==> src/rtl/mem_bus_arbiter_if.sv <==
// ---------------------------------------------------------------------------
// mem_bus_arbiter_if
// Groups the request, debug and memory-pin signals of mem_bus_arbiter.
//   slave  : the arbiter's view (takes requests and memory read data, drives
//            CPU_HOLD, the debug response and the MEM_* pins)
//   master : the requester/memory side (CPU controller, debug port, SRAM)
// Signals:
//   WAIT_CFG          wait states per access, sampled at grant
//   CPU_REQ..BYTEX    CPU request, address, write data and access type
//   CPU_HOLD          stall back to the CPU phase sequencer
//   DBG_REQ..DBG_WE   debug request, word address, write data, direction
//   DBG_ACK, DBG_DIN  debug completion pulse and read data
//   MEM_DIN           memory read data
//   MEM_ADDR..MEM_OEN registered memory address, data and active-low strobes
// ---------------------------------------------------------------------------
interface mem_bus_arbiter_if #(
   parameter int WAIT_W = 3
);
   logic [WAIT_W-1:0] WAIT_CFG;
   logic              CPU_REQ;
   logic [15:0]       CPU_ADDR;
   logic [15:0]       CPU_DOUT;
   logic              CPU_RDX;
   logic              CPU_WRX;
   logic              CPU_BYTEX;
   logic              CPU_HOLD;
   logic              DBG_REQ;
   logic [15:0]       DBG_ADDR;
   logic [15:0]       DBG_DOUT;
   logic              DBG_WE;
   logic              DBG_ACK;
   logic [15:0]       DBG_DIN;
   logic [15:0]       MEM_DIN;
   logic [15:0]       MEM_ADDR;
   logic [15:0]       MEM_DOUT;
   logic              MEM_RDN;
   logic              MEM_WRN0;
   logic              MEM_WRN1;
   logic              MEM_OEN;

   modport slave (
      input  WAIT_CFG,
      input  CPU_REQ, CPU_ADDR, CPU_DOUT, CPU_RDX, CPU_WRX, CPU_BYTEX,
      output CPU_HOLD,
      input  DBG_REQ, DBG_ADDR, DBG_DOUT, DBG_WE,
      output DBG_ACK, DBG_DIN,
      input  MEM_DIN,
      output MEM_ADDR, MEM_DOUT, MEM_RDN, MEM_WRN0, MEM_WRN1, MEM_OEN
   );

   modport master (
      output WAIT_CFG,
      output CPU_REQ, CPU_ADDR, CPU_DOUT, CPU_RDX, CPU_WRX, CPU_BYTEX,
      input  CPU_HOLD,
      output DBG_REQ, DBG_ADDR, DBG_DOUT, DBG_WE,
      input  DBG_ACK, DBG_DIN,
      output MEM_DIN,
      input  MEM_ADDR, MEM_DOUT, MEM_RDN, MEM_WRN0, MEM_WRN1, MEM_OEN
   );
endinterface

==> src/rtl/mem_bus_arbiter.sv <==
// ---------------------------------------------------------------------------
// mem_bus_arbiter
// Shares the external 16-bit memory bus between the CPU bus controller and
// the debug/monitor port. The CPU has priority; a starvation counter hands
// the bus to the debug port after STARVE_LIMIT consecutive lost arbitrations
// while both were requesting. Every access lasts 1+WAIT_CFG cycles and is
// always followed by at least one strobe-free cycle (IDLE or DBG_DONE).
// Ports:
//   CLK    system clock, rising edge
//   RESET  asynchronous, active-low reset; drops all strobes immediately
//   bus    mem_bus_arbiter_if.slave (requests, debug response, MEM_* pins)
// Parameters:
//   WAIT_W        width of WAIT_CFG and of the wait-state counter
//   STARVE_LIMIT  lost arbitrations before debug wins (0..7)
// ---------------------------------------------------------------------------
module mem_bus_arbiter #(
   parameter int WAIT_W       = 3,
   parameter int STARVE_LIMIT = 3
) (
   input logic              CLK,
   input logic              RESET,
   mem_bus_arbiter_if.slave bus
);

   localparam logic [1:0] ST_IDLE     = 2'd0;
   localparam logic [1:0] ST_CPU_ACC  = 2'd1;
   localparam logic [1:0] ST_DBG_ACC  = 2'd2;
   localparam logic [1:0] ST_DBG_DONE = 2'd3;

   localparam logic [2:0] STARVE_LIM_C = 3'(STARVE_LIMIT);
   localparam logic [2:0] STARVE_MAX_C = 3'd7;

   // Strobe vector {RDN, OEN, WRN1, WRN0} for one access. A write wins over
   // a simultaneous read; neither gives an access with no strobes at all.
   // For byte writes only the lane selected by a0 is strobed.
   function automatic logic [3:0] enc_strobes(input logic rd,
                                              input logic wr,
                                              input logic byte_acc,
                                              input logic a0);
      logic [3:0] s;
      if (wr) begin
         s = {1'b1, 1'b0, byte_acc & ~a0, byte_acc & a0};
      end else if (rd) begin
         s = 4'b0111;
      end else begin
         s = 4'b1111;
      end
      return s;
   endfunction

   logic [1:0]        state_r,     state_nxt_s;
   logic [WAIT_W-1:0] wcnt_r,      wcnt_nxt_s;
   logic [2:0]        starve_r,    starve_nxt_s;
   logic [15:0]       mem_addr_r,  mem_addr_nxt_s;
   logic [15:0]       mem_dout_r,  mem_dout_nxt_s;
   logic [15:0]       dbg_din_r,   dbg_din_nxt_s;
   logic              dbg_ack_r,   dbg_ack_nxt_s;
   logic              dbg_rd_r,    dbg_rd_nxt_s;
   logic [3:0]        strb_r,      strb_nxt_s;   // {RDN, OEN, WRN1, WRN0}

   logic              dbg_win_s;
   logic              cpu_win_s;
   logic              acc_last_s;

   // Arbitration decision, only meaningful in IDLE.
   always_comb begin
      dbg_win_s  = bus.DBG_REQ & (~bus.CPU_REQ | (starve_r == STARVE_LIM_C));
      cpu_win_s  = bus.CPU_REQ & ~dbg_win_s;
      acc_last_s = (wcnt_r == '0);
   end

   // Next-state and next-output computation for every register.
   always_comb begin
      state_nxt_s    = state_r;
      wcnt_nxt_s     = wcnt_r;
      starve_nxt_s   = starve_r;
      mem_addr_nxt_s = mem_addr_r;
      mem_dout_nxt_s = mem_dout_r;
      dbg_din_nxt_s  = dbg_din_r;
      dbg_ack_nxt_s  = 1'b0;
      dbg_rd_nxt_s   = dbg_rd_r;
      strb_nxt_s     = strb_r;

      case (state_r)
         ST_IDLE: begin
            strb_nxt_s = 4'b1111;
            if (dbg_win_s) begin
               state_nxt_s    = ST_DBG_ACC;
               wcnt_nxt_s     = bus.WAIT_CFG;
               starve_nxt_s   = 3'd0;
               mem_addr_nxt_s = bus.DBG_ADDR;
               mem_dout_nxt_s = bus.DBG_DOUT;
               dbg_rd_nxt_s   = ~bus.DBG_WE;
               // Debug is always a word access: RDX = ~WE, WRX = WE.
               strb_nxt_s     = enc_strobes(~bus.DBG_WE, bus.DBG_WE, 1'b0, 1'b0);
            end else if (cpu_win_s) begin
               state_nxt_s    = ST_CPU_ACC;
               wcnt_nxt_s     = bus.WAIT_CFG;
               mem_addr_nxt_s = bus.CPU_ADDR;
               mem_dout_nxt_s = bus.CPU_DOUT;
               strb_nxt_s     = enc_strobes(bus.CPU_RDX, bus.CPU_WRX,
                                            bus.CPU_BYTEX, bus.CPU_ADDR[0]);
               // Debug lost while it was asking: count towards its forced win.
               if (bus.DBG_REQ && (starve_r != STARVE_MAX_C)) begin
                  starve_nxt_s = starve_r + 3'd1;
               end else begin
                  starve_nxt_s = starve_r;
               end
            end else begin
               state_nxt_s = ST_IDLE;
            end
         end

         ST_CPU_ACC: begin
            if (acc_last_s) begin
               state_nxt_s = ST_IDLE;
               strb_nxt_s  = 4'b1111;
            end else begin
               wcnt_nxt_s  = wcnt_r - WAIT_W'(1'b1);
            end
         end

         ST_DBG_ACC: begin
            if (acc_last_s) begin
               state_nxt_s   = ST_DBG_DONE;
               strb_nxt_s    = 4'b1111;
               dbg_ack_nxt_s = 1'b1;
               // Capture read data on the final strobed edge; writes keep
               // the last read value.
               if (dbg_rd_r) begin
                  dbg_din_nxt_s = bus.MEM_DIN;
               end else begin
                  dbg_din_nxt_s = dbg_din_r;
               end
            end else begin
               wcnt_nxt_s = wcnt_r - WAIT_W'(1'b1);
            end
         end

         ST_DBG_DONE: begin
            state_nxt_s = ST_IDLE;
            strb_nxt_s  = 4'b1111;
         end

         default: begin
            state_nxt_s = ST_IDLE;
            strb_nxt_s  = 4'b1111;
         end
      endcase
   end

   // State, counters and registered bus outputs.
   always_ff @(posedge CLK or negedge RESET) begin
      if (!RESET) begin
         state_r    <= ST_IDLE;
         wcnt_r     <= '0;
         starve_r   <= 3'd0;
         mem_addr_r <= 16'h0000;
         mem_dout_r <= 16'h0000;
         dbg_din_r  <= 16'h0000;
         dbg_ack_r  <= 1'b0;
         dbg_rd_r   <= 1'b0;
         strb_r     <= 4'b1111;
      end else begin
         state_r    <= state_nxt_s;
         wcnt_r     <= wcnt_nxt_s;
         starve_r   <= starve_nxt_s;
         mem_addr_r <= mem_addr_nxt_s;
         mem_dout_r <= mem_dout_nxt_s;
         dbg_din_r  <= dbg_din_nxt_s;
         dbg_ack_r  <= dbg_ack_nxt_s;
         dbg_rd_r   <= dbg_rd_nxt_s;
         strb_r     <= strb_nxt_s;
      end
   end

   // HOLD releases in the last cycle of a CPU access so the phase
   // sequencer can advance on the same edge that ends the access.
   always_comb begin
      bus.CPU_HOLD = bus.CPU_REQ & ~((state_r == ST_CPU_ACC) & acc_last_s);
   end

   assign bus.MEM_ADDR = mem_addr_r;
   assign bus.MEM_DOUT = mem_dout_r;
   assign bus.MEM_RDN  = strb_r[3];
   assign bus.MEM_OEN  = strb_r[2];
   assign bus.MEM_WRN1 = strb_r[1];
   assign bus.MEM_WRN0 = strb_r[0];
   assign bus.DBG_ACK  = dbg_ack_r;
   assign bus.DBG_DIN  = dbg_din_r;

endmodule

==> src/flat_wrapper.sv <==
// flat-port wrapper written by rule: the top's interface ports become plain ports
module mem_bus_arbiter_flat 
#(
   parameter int WAIT_W       = 3,
   parameter int STARVE_LIMIT = 3
)
  (CLK, RESET, bus_WAIT_CFG, bus_CPU_REQ, bus_CPU_ADDR, bus_CPU_DOUT, bus_CPU_RDX, bus_CPU_WRX, bus_CPU_BYTEX, bus_CPU_HOLD, bus_DBG_REQ, bus_DBG_ADDR, bus_DBG_DOUT, bus_DBG_WE, bus_DBG_ACK, bus_DBG_DIN, bus_MEM_DIN, bus_MEM_ADDR, bus_MEM_DOUT, bus_MEM_RDN, bus_MEM_WRN0, bus_MEM_WRN1, bus_MEM_OEN);
  mem_bus_arbiter_if #(.WAIT_W(WAIT_W)) bus_i ();
  input logic CLK;
  input logic RESET;
  input wire logic [$bits(bus_i.WAIT_CFG)-1:0] bus_WAIT_CFG;
  input wire logic [$bits(bus_i.CPU_REQ)-1:0] bus_CPU_REQ;
  input wire logic [$bits(bus_i.CPU_ADDR)-1:0] bus_CPU_ADDR;
  input wire logic [$bits(bus_i.CPU_DOUT)-1:0] bus_CPU_DOUT;
  input wire logic [$bits(bus_i.CPU_RDX)-1:0] bus_CPU_RDX;
  input wire logic [$bits(bus_i.CPU_WRX)-1:0] bus_CPU_WRX;
  input wire logic [$bits(bus_i.CPU_BYTEX)-1:0] bus_CPU_BYTEX;
  output wire logic [$bits(bus_i.CPU_HOLD)-1:0] bus_CPU_HOLD;
  input wire logic [$bits(bus_i.DBG_REQ)-1:0] bus_DBG_REQ;
  input wire logic [$bits(bus_i.DBG_ADDR)-1:0] bus_DBG_ADDR;
  input wire logic [$bits(bus_i.DBG_DOUT)-1:0] bus_DBG_DOUT;
  input wire logic [$bits(bus_i.DBG_WE)-1:0] bus_DBG_WE;
  output wire logic [$bits(bus_i.DBG_ACK)-1:0] bus_DBG_ACK;
  output wire logic [$bits(bus_i.DBG_DIN)-1:0] bus_DBG_DIN;
  input wire logic [$bits(bus_i.MEM_DIN)-1:0] bus_MEM_DIN;
  output wire logic [$bits(bus_i.MEM_ADDR)-1:0] bus_MEM_ADDR;
  output wire logic [$bits(bus_i.MEM_DOUT)-1:0] bus_MEM_DOUT;
  output wire logic [$bits(bus_i.MEM_RDN)-1:0] bus_MEM_RDN;
  output wire logic [$bits(bus_i.MEM_WRN0)-1:0] bus_MEM_WRN0;
  output wire logic [$bits(bus_i.MEM_WRN1)-1:0] bus_MEM_WRN1;
  output wire logic [$bits(bus_i.MEM_OEN)-1:0] bus_MEM_OEN;
  assign bus_i.WAIT_CFG = bus_WAIT_CFG;
  assign bus_i.CPU_REQ = bus_CPU_REQ;
  assign bus_i.CPU_ADDR = bus_CPU_ADDR;
  assign bus_i.CPU_DOUT = bus_CPU_DOUT;
  assign bus_i.CPU_RDX = bus_CPU_RDX;
  assign bus_i.CPU_WRX = bus_CPU_WRX;
  assign bus_i.CPU_BYTEX = bus_CPU_BYTEX;
  assign bus_CPU_HOLD = bus_i.CPU_HOLD;
  assign bus_i.DBG_REQ = bus_DBG_REQ;
  assign bus_i.DBG_ADDR = bus_DBG_ADDR;
  assign bus_i.DBG_DOUT = bus_DBG_DOUT;
  assign bus_i.DBG_WE = bus_DBG_WE;
  assign bus_DBG_ACK = bus_i.DBG_ACK;
  assign bus_DBG_DIN = bus_i.DBG_DIN;
  assign bus_i.MEM_DIN = bus_MEM_DIN;
  assign bus_MEM_ADDR = bus_i.MEM_ADDR;
  assign bus_MEM_DOUT = bus_i.MEM_DOUT;
  assign bus_MEM_RDN = bus_i.MEM_RDN;
  assign bus_MEM_WRN0 = bus_i.MEM_WRN0;
  assign bus_MEM_WRN1 = bus_i.MEM_WRN1;
  assign bus_MEM_OEN = bus_i.MEM_OEN;
  mem_bus_arbiter #(.WAIT_W(WAIT_W), .STARVE_LIMIT(STARVE_LIMIT)) u_core (.CLK(CLK), .RESET(RESET), .bus(bus_i));
endmodule
==> config.mk <==
export PLATFORM = sky130hd
export DESIGN_NAME = mem_bus_arbiter_flat
export DESIGN_NICKNAME = d
export VERILOG_FILES = /design/src/rtl/mem_bus_arbiter_if.sv /design/src/rtl/mem_bus_arbiter.sv /design/src/flat_wrapper.sv
export SDC_FILE = /design/constraint.sdc
export NUM_CORES = 1
export LEC_CHECK = 0
export CAP_MARGIN = 20
export CORE_ASPECT_RATIO = 1.2
export CORE_MARGIN = 5
export CORE_UTILIZATION = 44
export CTS_BUF_LIST = sky130_fd_sc_hd__clkbuf_4 sky130_fd_sc_hd__clkbuf_8 sky130_fd_sc_hd__clkbuf_16
export CTS_CLUSTER_SIZE = 40
export DETAILED_ROUTE_END_ITERATION = 6
export GPL_TIMING_DRIVEN = 0
export PLACE_DENSITY = 0.94
export SLEW_MARGIN = 20
export SYNTH_ARGS = -nofsm -noshare
export SYNTH_HDL_FRONTEND = slang
export SYNTH_SLANG_ARGS = --single-unit
==> constraint.sdc <==
create_clock -name CLK -period 3.5 [get_ports CLK]
set_input_delay 0.35 -clock CLK [delete_from_list [all_inputs] [get_ports CLK]]
set_output_delay 0.35 -clock CLK [all_outputs]
set_load 0.03 [all_outputs]
==> impl_metrics.env <==
export IMPL_critPathArrivalTime_ps=2490
export IMPL_hold_path_class="in2async"
export IMPL_synth_top_cells_by_area="dfrtp_1 (47%), a31oi_1 (6.9%), nand3_1 (5.5%), o21ai_1 (5.2%), mux2_1 (5.1%)"
export IMPL_switchingPower_uw=1740
export IMPL_fin_crit_sh=0.812
export IMPL_drive_gt1_frac=0.0840
export IMPL_maxSlewHeadroom=0.685
export IMPL_switching_share=0.419
export IMPL_synth_flop_cell="dfrtp_1"
export IMPL_post_cts_resized=0
export IMPL_top_layer="met4"
export IMPL_drv_cap=0
export IMPL_internal_power_uw=2410
export IMPL_drc_errors=0
export IMPL_grt_pass1_vias=3085
export IMPL_clockPowerShare=0.152
export IMPL_cts_tree="yes"
export IMPL_antenna_cells=0
export IMPL_die_y_um=102
export IMPL_fin_cells=563
export IMPL_regArea_sq_um=1560
export IMPL_ys_ff_latch=62
export IMPL_met3_length_um=810
export IMPL_cellLeakagePower_uw=0.00197
export IMPL_htree_levels=3
export IMPL_synth_enable_flop_cells=0
export IMPL_clock_sinks=62
export IMPL_rows=33
export IMPL_place_hpwl_um=6900
export IMPL_core_area_sq_um=6810
export IMPL_rsz0062_at_grt="false"
export IMPL_end_kind="output port"
export IMPL_clk_pin_slew_ps=60
export IMPL_power_frac_comb=0.544
export IMPL_grt_start_max_net_pins=61
export IMPL_cp_required_ps=3150
export IMPL_syn_area_sq_um=3080
export IMPL_synth_area_leader_cell="dfrtp_1"
export IMPL_dp_cells=546
export IMPL_cts_root_buffer_cell="clkbuf_8"
export IMPL_crit_type="reg2out"
export IMPL_power_uw=4150
export IMPL_syn_instance_count=314
export IMPL_gp_congestion=0.839
export IMPL_synth_area_per_cell_sq_um=9.80
export IMPL_grtUsageTotal=0.207
export IMPL_fillers=549
export IMPL_via_per_inst=5.34
export IMPL_wl_met2_um=4640
export IMPL_ant_nets=0
export IMPL_cts_buffers=9
export IMPL_setup_viol=0
export IMPL_ios=145
export IMPL_setup_slack_ps=657
export IMPL_grt_first_pass_wirelength_um=14600
export IMPL_vias=3009
export IMPL_netlist_area_leader_share=0.472
export IMPL_hold_viol_final=0
export IMPL_die_x_um=86.4
export IMPL_areaGrowthSynthToFinish_pct=58.1
export IMPL_cts_buffer_depth=2
export IMPL_setup_tns_ps=0
export IMPL_initial_utilization=0.452
export IMPL_seqPwrFrac=0.305
export IMPL_power_density_nw_per_um2=853
export IMPL_die_area_sq_um=8770
export IMPL_status="completed"
export IMPL_reg2reg_depth=5
export IMPL_grt_antenna_before_repair=0
export IMPL_fmax_mhz=352
export IMPL_clock_latency_ps=330
export IMPL_peakVddDrop_v=0.000502
export IMPL_preCtsSetupSlack_ps=1020
export IMPL_multi_input_area_sq_um=1380
export IMPL_drt_iter0_markers=144
export IMPL_synthArstFlopShare=1.00
export IMPL_yosysWarnings=0
export IMPL_grt_overflow_total=0
export IMPL_drt_met1_wl_um=3480
export IMPL_whs_ps=379
export IMPL_detail_route_first_pass_iterations=4
export IMPL_routedWlPerCell_um=16.0
export IMPL_tightestPinTransition_ps=473
export IMPL_synth_cell_types=43
export IMPL_wl_um=9010
export IMPL_final_min_clock_period_ps=2840
export IMPL_drv_slew=0
export IMPL_yosysSeqAreaShare=0.506
export IMPL_clock_skew_final_ps=9.55
export IMPL_ctsHoldBuffers=1
export IMPL_critPathLaunchType="register"
export IMPL_nNetsFinal=572
export IMPL_portBuffers=144
export IMPL_postCtsSetupBuffers=0
export IMPL_syn_nets=415
export IMPL_crit_path_max_fanout=10
[kinds of logic after synthesis]
kind of cell | synth area share
simple gates | 0.172
mux | 0.0622
fa+ha+maj | 0.0407
compound gates | 0.174
flops | 0.506
buf+inv | 0.0463
[worst max-delay path, stage by stage, from the launching register on]
cell	delay [ps]
dfrtp_1	410
inv_1	90
ha_1	220
nor2b_1	280
clkbuf_1	390
a21boi_0	170
clkdlybuf4s50_1	620
[registers in the layout (all words and copies together), names as in the netlist]
signal / flops
u_core.bus.DBG_ACK: 1
u_core.bus.DBG_DIN: 16
u_core.bus.MEM_DOUT: 16
u_core.starve_r: 3
u_core.bus.MEM_ADDR: 16
u_core.state_r: 2
u_core.wcnt_r: 3
u_core.strb_r: 4
u_core.dbg_rd_r: 1
[routing by layer]
layer  vias up  track usage
li1       1457            -
met1      1428        0.244
met2       116        0.358
met3         8       0.0732
met4         0       0.0564
met5         -            0
[final timing paths]
| kind | to | startpoint | slack (ps) |
|---|---|---|---|
| worst max register to register | u_core.wcnt_r[2]$_DFFE_PN0P_ | u_core.state_r[0]$_DFFE_PN0P_ | 1480 |
| worst max-delay path | bus_CPU_HOLD | u_core.wcnt_r[0]$_DFFE_PN0P_ | 660 |
| worst min register to register | u_core.bus.DBG_DIN[6]$_DFFE_PN0P_ | u_core.bus.DBG_DIN[6]$_DFFE_PN0P_ | 490 |
| min in group CLK | u_core.bus.DBG_DIN[6]$_DFFE_PN0P_ | u_core.bus.DBG_DIN[6]$_DFFE_PN0P_ | 490 |
| worst min-delay path | u_core.wcnt_r[1]$_DFFE_PN0P_ | RESET | 380 |
| max in group asynchronous | u_core.strb_r[1]$_DFFE_PN1P_ | RESET | 2590 |
[synthesized netlist by cell type, drive strengths merged (8+ instances only)]
library cell  count
inv               9
mux2             17
nor3              8
dfrtp            58
a31oi            34
nor2             35
nand2             8
buf              14
clkbuf           12
nand3            35
o21ai            33
ha               10
[area by class of cell]
| type | instances | share of cell area |
|---|---|---|
| sequential | 62 | 0.320 |
| timing repair buffer | 146 | 0.303 |
| buffer | 26 | 0.0224 |
| inverter | 9 | 0.00694 |
| clock inverter | 4 | 0.00925 |
| clock buffer | 12 | 0.0326 |
| tap | 87 | 0.0224 |
| multi-input combinational | 217 | 0.283 |
[cells in the final DEF (no fill, tap or decap), types with 3 or more instances in the layout]
cell	instances
a31oi_1	34
buf_1	5
buf_2	9
clkbuf_1	12
clkbuf_8	11
clkdlybuf4s50_1	143
clkinv_2	3
dfrtp_1	58
dfstp_2	4
ha_1	10
inv_1	8
mux2_1	14
mux2_2	3
nand2_1	8
nand2b_1	4
nand3_1	34
nor2_1	35
nor2b_1	3
nor3_1	8
o21a_1	3
o21ai_1	32
[power by group through the flow]
stage / Clock, uW / Combinational, uW / Sequential [uW]
floorplan: 0 / 727 / 1860
global placement: 0 / 2210 / 1250
detailed placement: 0 / 2270 / 1280
CTS: 651 / 2280 / 1270
global route: 680 / 2420 / 1310
finish: 630 / 2260 / 1270
[per-stage QoR]
step                      instance area (sq um)  utilization
final                                      4870        0.714
after global routing                       4870        0.714
after CTS                                  4870        0.714
after detailed placement                   4650        0.683
after global placement                     4630        0.679
after floorplan                            3080            -
No activity file was read; power rests on OpenSTA's default activity.
